===== config.mk =====
export PLATFORM = sky130hd
export DESIGN_NAME = uart_rx_byte
export DESIGN_NICKNAME = d
export VERILOG_FILES = /design/src/rtl/uart_rx_byte.sv
export SDC_FILE = /design/constraint.sdc
export NUM_CORES = 1
export LEC_CHECK = 0
export ABC_AREA = 0
export CORE_ASPECT_RATIO = 0.7
export CORE_MARGIN = 5
export CORE_UTILIZATION = 35
export DETAILED_ROUTE_END_ITERATION = 12
export PLACE_DENSITY = 0.54
export SLEW_MARGIN = 20
export SYNTH_ARGS = -nofsm -noshare
export SYNTH_HDL_FRONTEND = slang
export SYNTH_SLANG_ARGS = --single-unit

===== constraint.sdc =====
create_clock -name clk -period 6.1 [get_ports clk]
set_input_delay 0.915 -clock clk [delete_from_list [all_inputs] [get_ports clk]]
set_output_delay 0.915 -clock clk [all_outputs]
set_load 0.02 [all_outputs]

===== src/rtl/uart_rx_byte.sv =====
//------------------------------------------------------------------------------
// Module      : uart_rx_byte
// Description : 8N1 asynchronous serial receiver. The raw RX pin is brought
//               into the clk domain through a two-flop synchronizer. Each
//               bit is sampled at its midpoint. Good bytes are presented on
//               rx_data with a one-cycle rbyte_ready strobe. A low stop bit
//               gives a one-cycle frame_err strobe, and the byte is dropped.
// Ports       :
//   clk          in   1  system clock, all logic on posedge
//   rst          in   1  asynchronous reset, active low (0 = reset)
//   rx           in   1  raw serial line, idle high, asynchronous to clk
//   rx_data      out  8  last correctly framed byte, held until next good byte
//   rbyte_ready  out  1  one-cycle pulse, rx_data updates on the same edge
//   frame_err    out  1  one-cycle pulse, stop bit sampled low
//   busy         out  1  high while the receiver is not idle
// Revision    : 1.0 - initial release
//------------------------------------------------------------------------------
`timescale 1ns/1ps
`default_nettype none

module uart_rx_byte #(
  parameter int CLKS_PER_BIT = 868
) (
  input  logic       clk,
  input  logic       rst,
  input  logic       rx,
  output logic [7:0] rx_data,
  output logic       rbyte_ready,
  output logic       frame_err,
  output logic       busy
);

  // Terminal counts. START ends at the middle of the start bit.
  // Each later bit ends one full bit period after the previous sample.
  localparam logic [15:0] c_BIT_LAST  = 16'(CLKS_PER_BIT - 1);
  localparam logic [15:0] c_HALF_LAST = 16'((CLKS_PER_BIT / 2) - 1);

  typedef enum logic [2:0] {
    S_IDLE      = 3'd0,
    S_START     = 3'd1,
    S_DATA      = 3'd2,
    S_STOP      = 3'd3,
    S_WAIT_HIGH = 3'd4
  } state_t;

  // Registered state
  logic        r_sync1;
  logic        r_sync2;
  state_t      r_state;
  logic [15:0] r_cnt;
  logic [2:0]  r_idx;
  logic [7:0]  r_shreg;
  logic [7:0]  r_rx_data;
  logic        r_rbyte_ready;
  logic        r_frame_err;

  // Next-state values
  logic        w_rx_s;
  state_t      w_state_nxt;
  logic [15:0] w_cnt_nxt;
  logic [2:0]  w_idx_nxt;
  logic [7:0]  w_shreg_nxt;
  logic [7:0]  w_rx_data_nxt;
  logic        w_rbyte_ready_nxt;
  logic        w_frame_err_nxt;

  //--------------------------------------------------------------------------
  // Input synchronizer. It resets to the idle (high) line level, so a
  // reset does not look like a start edge.
  //--------------------------------------------------------------------------
  always_ff @(posedge clk or negedge rst) begin
    if (!rst) begin
      r_sync1 <= 1'b1;
      r_sync2 <= 1'b1;
    end else begin
      r_sync1 <= rx;
      r_sync2 <= r_sync1;
    end
  end

  assign w_rx_s = r_sync2;

  //--------------------------------------------------------------------------
  // State and datapath registers
  //--------------------------------------------------------------------------
  always_ff @(posedge clk or negedge rst) begin
    if (!rst) begin
      r_state       <= S_IDLE;
      r_cnt         <= 16'd0;
      r_idx         <= 3'd0;
      r_shreg       <= 8'h00;
      r_rx_data     <= 8'h00;
      r_rbyte_ready <= 1'b0;
      r_frame_err   <= 1'b0;
    end else begin
      r_state       <= w_state_nxt;
      r_cnt         <= w_cnt_nxt;
      r_idx         <= w_idx_nxt;
      r_shreg       <= w_shreg_nxt;
      r_rx_data     <= w_rx_data_nxt;
      r_rbyte_ready <= w_rbyte_ready_nxt;
      r_frame_err   <= w_frame_err_nxt;
    end
  end

  //--------------------------------------------------------------------------
  // Next-state logic. The counter clears every time the FSM enters a state,
  // so each terminal count is measured from that entry.
  //--------------------------------------------------------------------------
  always_comb begin
    w_state_nxt       = r_state;
    w_cnt_nxt         = r_cnt + 16'd1;
    w_idx_nxt         = r_idx;
    w_shreg_nxt       = r_shreg;
    w_rx_data_nxt     = r_rx_data;
    w_rbyte_ready_nxt = 1'b0;
    w_frame_err_nxt   = 1'b0;

    case (r_state)
      S_IDLE: begin
        w_cnt_nxt = 16'd0;
        if (!w_rx_s) begin
          w_state_nxt = S_START;
        end
      end

      S_START: begin
        if (r_cnt == c_HALF_LAST) begin
          w_cnt_nxt = 16'd0;
          if (!w_rx_s) begin
            w_state_nxt = S_DATA;
            w_idx_nxt   = 3'd0;
          end else begin
            // The line went high again before mid-start: treat it as a
            // glitch and drop it silently.
            w_state_nxt = S_IDLE;
          end
        end
      end

      S_DATA: begin
        if (r_cnt == c_BIT_LAST) begin
          w_cnt_nxt   = 16'd0;
          w_shreg_nxt = {w_rx_s, r_shreg[7:1]};   // LSB arrives first
          w_idx_nxt   = r_idx + 3'd1;
          if (r_idx == 3'd7) begin
            w_state_nxt = S_STOP;
          end
        end
      end

      S_STOP: begin
        // The FSM decides at mid-stop, so IDLE is ready again before the
        // stop bit ends. A start bit can then follow right after it.
        if (r_cnt == c_BIT_LAST) begin
          w_cnt_nxt = 16'd0;
          if (w_rx_s) begin
            w_rx_data_nxt     = r_shreg;
            w_rbyte_ready_nxt = 1'b1;
            w_state_nxt       = S_IDLE;
          end else begin
            w_frame_err_nxt   = 1'b1;
            w_state_nxt       = S_WAIT_HIGH;
          end
        end
      end

      S_WAIT_HIGH: begin
        // A held-low line (break) must not be taken as a new start bit.
        w_cnt_nxt = 16'd0;
        if (w_rx_s) begin
          w_state_nxt = S_IDLE;
        end
      end

      default: begin
        w_cnt_nxt   = 16'd0;
        w_state_nxt = S_IDLE;
      end
    endcase
  end

  //--------------------------------------------------------------------------
  // Outputs
  //--------------------------------------------------------------------------
  assign rx_data     = r_rx_data;
  assign rbyte_ready = r_rbyte_ready;
  assign frame_err   = r_frame_err;
  assign busy        = (r_state != S_IDLE);

endmodule

`default_nettype wire


Yosys cells after proc, flatten, opt, wreduce, memory -nomap -nowiden
Cells that the tools add are included.

word-level totals
  bits in registers = 42
  word-level logic and storage cells = 55

cells by class
  add/subtract/negate cells = 2
  eq/ne operators = 14
  mux-type cells = 22
  reductions and logical operators = 8

operator list
  operator                                                            number
  16-bit two-way mux                                                  2
  16-bit case mux with 2 select lines                                 1
  3-bit two-way mux                                                   10
  16-bit by 1-bit adder with 16-bit output (second input constant)    1
  16-bit by 10-bit == test with 1-bit output (second input constant)  1
  16-bit by 9-bit == test with 1-bit output (second input constant)   1
  3-bit case mux with 5 select lines                                  1
  2-bit != test (second input constant)                               7
  3-bit by 2-bit == test with 1-bit output (second input constant)    2
  3-bit == test (second input constant)                               2
  1-bit two-way mux                                                   6
  3-bit case mux with 2 select lines                                  1
  6-bit AND reduction                                                 1
  4-bit AND reduction                                                 1
  3-bit by 1-bit adder with 3-bit output (second input constant)      1
  3-bit by 1-bit == test with 1-bit output (second input constant)    1
  3-bit logical NOT                                                   1
  3-bit AND reduction                                                 1
  3-bit nonzero test                                                  1
  2-bit two-way mux                                                   1
  2-bit AND reduction                                                 1
  2-bit nonzero test                                                  1
  2-bit OR reduction                                                  1

Longest topological paths before layout
Gate-level depths: netlist of the first run.

  depth after elaboration = 4
  depth in mapped cells = 7
  mapped depth without buffers = 6

Worst setup path after synthesis of the first run
Ideal clock, no wire load.

  path type = flip-flop to flip-flop
  from = reg r_cnt[0]
  to = reg r_shreg[0]
  setup time = 125 ps
  arrival time = 1946 ps
  data required time = 5975 ps
  setup slack = 4029 ps
  cell stages (with the launch flop) = 7
  buffers on the path = 1
  clock period less this slack = 2071 ps
  cell sequence = dfrtp_1 ha_1 nor3b_1 nand4_4 or3_4 buf_6 mux2_4

between the ends
  cells in the longest elaborated chain, start to end = 2

RTL lines
  element                                     line  text
  start: declaration                          50    logic [15:0] r_cnt;
  start signal: assignment                    97    r_cnt <= w_cnt_nxt;
  16-bit by 10-bit == test with 1-bit output  142   if (r_cnt == c_BIT_LAST) begin
  2-bit AND reduction (no source line)        --
  end signal: assignment                      99    r_shreg <= w_shreg_nxt;
  end: declaration                            52    logic [7:0] r_shreg;

No other way between the ends.
A chain may end at the register's enable or synchronous reset.

Final worst setup path of the first run
  from = reg r_state[2]
  to = out busy

between the ends
  cells in the longest elaborated chain, start to end = 1

RTL lines
  element                   line  text
  start: declaration        49    state_t r_state;
  start signal: assignment  96    r_state <= w_state_nxt;
  3-bit nonzero test        189   assign busy = (r_state != S_IDLE);
  end: declaration          30    output logic busy

No other way between the ends.

==> key figures, run 1 <==
Run status
  • Status: finished clean

Die
  • Initial Util: 0.364
  • Die area: 7140 sq um
  • Die H: 72.2 um
  • Core Rows: 22
  • Ports: 14
  • CORE AREA: 5310 sq um
  • Die width: 98.9 um

Timing
  • Fin worst setup slack: 3.56 ns
  • Final setup TNS: 0 ns
  • Tcrit/Tclk final: 0.417
  • RSZ-0062 raised after global routing: no
  • Fin. Hold Viols: 0
  • Final setup violation count: 0
  • Max-slew violations: 0
  • Final min period: 2.54 ns
  • Clock Skew: 0.00635 ns
  • Slew @ Worst Pin: 0.944 ns
  • Max Freq: 393 MHz
  • Max transition margin: 0.371

Power
  • Reg power frac: 0.596
  • Cell area power density: 211 nW/um^2
  • Combinational power share: 0.014
  • Internal power: 0.371 mW
  • Clk pwr share: 0.390
  • Leakage Power: 1.03 nW
  • Psw: 0.0990 mW
  • Sw frac: 0.211
  • VDD IR max: 0.102 mV

Worst setup path
  • CP startpoint kind: register
  • Worst R2R Path Depth: 5
  • Reg2Reg Setup Slack: 3.92 ns
  • CP Max Fanout: 5
  • Crit end category: primary output
  • CP Class: reg -> out
  • Crit path to: busy
  • R2r endpoint: r_shreg[1]
  • Arr. time, crit path: 1.63 ns
  • Reg-to-reg startpoint: r_cnt[0]
  • Crit path launch: r_state[2]
  • Data required, critical path: 5.18 ns

Synthesis
  • Synth top area share: 0.517
  • Synthesized area per cell: 11.9 sq um
  • Post-synth EDFFs: 0
  • Synth Instances: 163
  • Yosys top cell by area: dfrtp_1
  • Synth cell types: 34
  • Flops & latches, synth: 42
  • Synth Net Count: 170
  • Async SR Flop Fraction: 1.00
  • Syn. warnings: 0
  • Synth area leaders: dfrtp_1, mux2_2, xnor2_1
  • Cell Area, Synth: 1930 sq um
  • Ys flop type: dfrtp_1
  • Seq/Total Area, Yosys: 0.545

Final layout
  • Layout area overhead: 15.1%
  • Design area: 2230 sq um
  • Filler cells: 496
  • Final net count: 187
  • Ant. Diodes: 0
  • Share of post-route cells with drive strength above 1: 0.182
  • Most common cell after layout, fill and taps aside: dfrtp_1
  • Commonest cells after routing, fill and taps aside: dfrtp_1, nor2_1, mux2_2

Clocking
  • Total CTS buffers: 5
  • Clk sink count: 42
  • CTS tree: built
  • Clock Latency Late Sink: 0.29 ns
  • Deepest clock path buffer count: 2
  • Clock slew at reported path FFs: 0.08 ns
  • Post_cts resized: 0
  • H-tree Lvls: 2
  • Post-CTS Repair Setup Buffers: 0
  • CTS root buf: clkbuf_8
  • CTS Hold Bufs: 0

Route
  • DRC Markers: 0
  • Post-DRT Antenna Nets: 0
  • Pre-Repair DR Iteration Count: 4
  • DR WL/cell: 13.5 um
  • Drt initial violations: 78
  • Routed wire length: 3.43 mm
  • Vias: 1,250
  • Routed vias/inst: 4.94

Global route
  • Initial antenna violation count: 0
  • Vias in the first global route: 1,248
  • Total GRT Usage: 0.106
  • First-pass GRT wire length: 6.02 mm
  • Congestion Overflow GR: 0
  • Pin count of the biggest net entering global routing: 43

Placement
  • Hpwl dp: 2.47 mm
  • Place WS: 3.85 ns
  • IO Port Bufs: 13
  • Placement Cell Area: 2130 sq um
  • Gpl congestion: 0.858

Job
  • Max-cap viol count: 0

Worst hold path
  • Worst Hold Class: reg -> reg
## critical path, cell delays in order, from the launching register on
cell and delay (ns):
dfrtp_1 0.41, nor2_1 0.25, nand2_1 0.13, clkdlybuf4s50_1 0.55
## how the worst min path moves through the flow
stage / from / endpoint / slack [ns] / depth (start not counted)
2_1_floorplan: r_sync1 / r_sync2 / 0.35 / 0
3_3_place_gp: r_sync1 / r_sync2 / 0.35 / 0
3_5_place_dp: r_sync1 / r_sync2 / 0.35 / 0
4_1_cts: r_sync1 / r_sync2 / 0.36 / 0
5_1_grt: r_sync1 / r_sync2 / 0.37 / 0
6_report: r_sync1 / r_sync2 / 0.36 / 0
## through the flow
stage                     hold slack, ns  total power, mW   util  cells
after global routing               0.368            0.492  0.419    253
after global placement             0.352            0.293  0.401    245
after floorplan                    0.345            0.286      -    163
after CTS                          0.363            0.478  0.419    253
final                              0.363            0.470  0.419    253
after detailed placement           0.352            0.293  0.401    245
## metal layers
metal	vias to the layer above	track usage	wire length (um)	part of all wire
li1	612	-	-	-
met2	23	0.158	1510	0.44
met1	615	0.147	1740	0.51
met3	0	0.0423	175	0.051
met5	-	0	0	0
met4	0	0.0212	0	0
## state kept, by name, indices dropped and copies added (netlist names)
name         flops
rx_data          8
frame_err        1
r_cnt           16
r_shreg          8
r_state          3
r_sync1          1
r_sync2          1
r_idx            3
rbyte_ready      1
## layout make-up
type	instances	area, sq um	share of cell area
sequential	42	1050	0.473
multi-input combinational	111	832	0.374
timing repair buffer	14	133	0.0596
tap	72	90.1	0.0405
clock buffer	6	82.6	0.0371
inverter	6	22.5	0.0101
clock inverter	2	12.5	0.00562
## Yosys cell counts, types with 4 or more instances
master,n
nand4_1,7
nor2_1,20
mux2_2,14
nand2_1,9
o21ai_0,5
ha_1,4
inv_1,6
a21oi_1,4
or3_1,4
xnor2_1,9
nand3_1,4
dfrtp_1,40
mux2i_1,4
## cells by family after synthesis
kind of cell / synth area share
flops: 0.545
compound gates: 0.0427
buf+inv: 0.0252
mux: 0.118
xor+xnor: 0.0543
simple gates: 0.190
fa+ha+maj: 0.0259
## power groups by stage
| stage | clock [mW] | combinational, mW | sequential, mW |
|---|---|---|---|
| 2_1_floorplan | 0 | 0.000535 | 0.285 |
| 3_3_place_gp | 0 | 0.00716 | 0.286 |
| 3_5_place_dp | 0 | 0.00725 | 0.286 |
| 4_1_cts | 0.191 | 0.00726 | 0.280 |
| 5_1_grt | 0.203 | 0.00831 | 0.280 |
| 6_report | 0.183 | 0.00681 | 0.280 |
No activity file was read; power rests on OpenSTA's default activity.
==> run 2: changes to the inputs <==
--- a/config.mk
+++ b/config.mk
@@ -10,7 +10,7 @@
 export CORE_MARGIN = 5
 export CORE_UTILIZATION = 35
 export DETAILED_ROUTE_END_ITERATION = 12
-export PLACE_DENSITY = 0.54
+export PLACE_DENSITY = 0.56
 export SLEW_MARGIN = 20
 export SYNTH_ARGS = -nofsm -noshare
 export SYNTH_HDL_FRONTEND = slang
==> constraint.sdc (replaced) <==
create_clock -name clk -period 2.2 [get_ports clk]
set_input_delay 0.33 -clock clk [delete_from_list [all_inputs] [get_ports clk]]
set_output_delay 0.33 -clock clk [all_outputs]
set_load 0.02 [all_outputs]
==> run 2 against run 1 <==
Die area stayed put. Sequential power grew to 2.8 times the previous value. Combinational power increased to 2.8 times the previous value. Final area increased by 0.56%. Total power rose to 2.8 times the previous value. Global-route usage is 0.13 points lower. Critical path depth grew 3. Largest cell class unchanged.
==> key figures, run 2 (synthesized netlist as in run 1, its figures left out) <==
Worst setup path
  • Crit path to: r_shreg[1] (was busy)
  • R2r endpoint: r_shreg[1] (unchanged)
  • Worst R2R Path Depth: 6 (was 5)
  • Crit path launch: r_cnt[0] (was r_state[2])
  • Reg2Reg Setup Slack: 0.12 ns (was 3.92 ns)
  • CP startpoint kind: register (unchanged)
  • Reg-to-reg startpoint: r_cnt[0] (unchanged)
  • Crit path depth: 6 (was 3)
  • Crit-path slowest cell: or3_4 (was clkdlybuf4s50_1)
  • Data required, critical path: 2.37 ns (was 5.18 ns)
  • Arr. time, crit path: 2.26 ns (was 1.63 ns)
  • Delay-heaviest family, CP: simple AND/OR/NAND/NOR gates (was buffers and inverters)
  • CP Max Fanout: 11 (was 5)
  • Worst-path cell chain: ha_1 > nor3b_1 > buf_4 > nand4_4 > or3_4 > mux2_4 (was nor2_1 > nand2_1 > clkdlybuf4s50_1)
  • Crit end category: register (was primary output)
  • Worst path max stage delay: 0.51 ns (was 0.55 ns)
  • CP Class: reg -> reg (was reg -> out)
  • WP buf/inv: 1 (unchanged)

Global route
  • Met2 GRT Util: 0.144 (was 0.158)
  • Congestion Overflow GR: 0 (unchanged)
  • Grt met1 use: 0.156 (was 0.147)
  • Pin count of the biggest net entering global routing: 43 (unchanged)
  • First-pass GRT wire length: 5.95 mm (was 6.02 mm)
  • Initial antenna violation count: 0 (unchanged)
  • Met3 usage: 0.0317 (was 0.0423)
  • Vias in the first global route: 1,215 (was 1,248)
  • GR peak layer: met1 (was met2)
  • Total GRT Usage: 0.105 (was 0.106)

Clocking
  • Clock slew at reported path FFs: 0.08 ns (about the same)
  • CTS tree: built (unchanged)
  • Deepest clock path buffer count: 2 (unchanged)
  • Clk sink count: 42 (unchanged)
  • CTS Hold Bufs: 0 (unchanged)
  • Clock Latency Late Sink: 0.29 ns (about the same)
  • H-tree Lvls: 2 (unchanged)
  • Total CTS buffers: 5 (unchanged)
  • CTS root buf: clkbuf_8 (unchanged)

Final layout
  • Final net count: 188 (was 187)
  • Most common cell after layout, fill and taps aside: dfrtp_1 (unchanged)
  • Share of post-route cells with drive strength above 1: 0.192 (was 0.182)
  • Largest Register: r_cnt (unchanged)
  • Layout area overhead: 15.7% (was 15.1%)
  • Final core utilization: 0.421 (was 0.419)
  • Ant. Diodes: 0 (unchanged)
  • Commonest cells after routing, fill and taps aside: dfrtp_1, nor2_1, mux2_2 (unchanged)
  • Max FFs per register: 16 (unchanged)
  • Filler cells: 502 (was 496)

Die
  • Core Rows: 22 (unchanged)
  • Initial Util: 0.364 (unchanged)
  • Ports: 14 (unchanged)
  • CORE AREA: 5310 sq um (unchanged)
  • Die H: 72.2 um (unchanged)
  • Die area: 7140 sq um (unchanged)
  • Die width: 98.9 um (unchanged)

Route
  • Pre-Repair DR Iteration Count: 4 (unchanged)
  • Post-DRT Antenna Nets: 0 (unchanged)
  • Routed wire length: 3.46 mm (was 3.43 mm)
  • Drt initial violations: 73 (was 78)
  • Vias: 1,283 (was 1,250)
  • DR WL/cell: 13.6 um (was 13.5 um)
  • DRC Markers: 0 (unchanged)
  • Routed vias/inst: 5.05 (was 4.94)

Timing
  • Min Hold Slack: 0.172 ns (was 0.363 ns)
  • Slew @ Worst Pin: 0.925 ns (was 0.944 ns)
  • Max-slew violations: 0 (unchanged)
  • RSZ-0062 raised after global routing: no (unchanged)
  • Max transition margin: 0.384 (was 0.371)
  • Final min period: 2.08 ns
  • Max Freq: 480 MHz
  • Final setup violation count: 0 (unchanged)
  • Final setup TNS: 0 ns (unchanged)
  • Fin. Hold Viols: 0 (unchanged)
  • Clock Skew: 0.00538 ns (was 0.00635 ns)
  • Tcrit/Tclk final: 0.946

Run status
  • Status: finished clean (unchanged)

Placement
  • Hpwl dp: 2.47 mm (about the same)
  • Gpl congestion: 0.801 (was 0.858)
  • IO Port Bufs: 13 (unchanged)

Power
  • Cell area power density: 584 nW/um^2 (was 211 nW/um^2)
  • Leakage Power: 1.03 nW (about the same)
  • VDD IR max: 0.380 mV (was 0.102 mV)

Job
  • Max-cap viol count: 0 (unchanged)

Worst hold path
  • Worst Hold Class: in -> async (was reg -> reg)
-- run 2: through the flow --
stage               instance area (sq um)  power, mW  cells  setup WS, ns
global placement                     2140      0.812    246         0.153
global route                         2240       1.35    254        0.0222
finish                               2240       1.31    254         0.118
detailed placement                   2140      0.813    246         0.110
CTS                                  2230       1.33    254        0.0967
floorplan                            1930      0.793    163         0.129
-- run 2: area by class of cell --
class | count | area [sq um] | area share
multi-input combinational | 111 | 837 | 0.374
inverter | 6 | 22.5 | 0.0101
timing repair buffer | 15 | 140 | 0.0626
clock inverter | 2 | 12.5 | 0.00559
clock buffer | 6 | 82.6 | 0.0369
sequential | 42 | 1050 | 0.471
tap | 72 | 90.1 | 0.0402
-- run 2: power breakdown --
| part | leakage [nW] | switching (mW) | total [mW] | internal [mW] |
|---|---|---|---|---|
| Clock | 0.0472 | 0.260 | 0.512 | 0.252 |
| Sequential | 0.565 | 0.00247 | 0.777 | 0.775 |
| Combinational | 0.421 | 0.0163 | 0.0190 | 0.00272 |
| Total | 1.03 | 0.278 | 1.31 | 1.03 |
-- run 2: layer usage --
| layer | share of wire | routed length (um) |
|---|---|---|
| met4 | 0.0098 | 34 |
| met3 | 0.049 | 171 |
| met1 | 0.52 | 1810 |
| met2 | 0.42 | 1450 |
| met5 | 0 | 0 |
-- run 2: repair_timing --
action | 4_1_cts | 5_1_grt
resized for setup | 0 | 1
setup endpoints to repair | 0 | 6
setup buffers | 0 | 0
-- run 2: worst reg2reg max path, cell delays in order (launching register included) --
cell and delay (ns):
dfrtp_1 0.43, ha_1 0.22, nor3b_1 0.19, buf_4 0.15, nand4_4 0.14, or3_4 0.51
mux2_4 0.32
-- run 2: worst min path at each step --
stage	start	end	slack [ns]	cells after the start
floorplan	rst	frame_err	0.03	0
global placement	r_sync1	r_sync2	0.35	0
detailed placement	r_sync1	r_sync2	0.35	0
CTS	rst	r_cnt[5]	0.21	1
global route	rst	rx_data[7]	0.27	1
finish	rst	r_cnt[5]	0.17	1
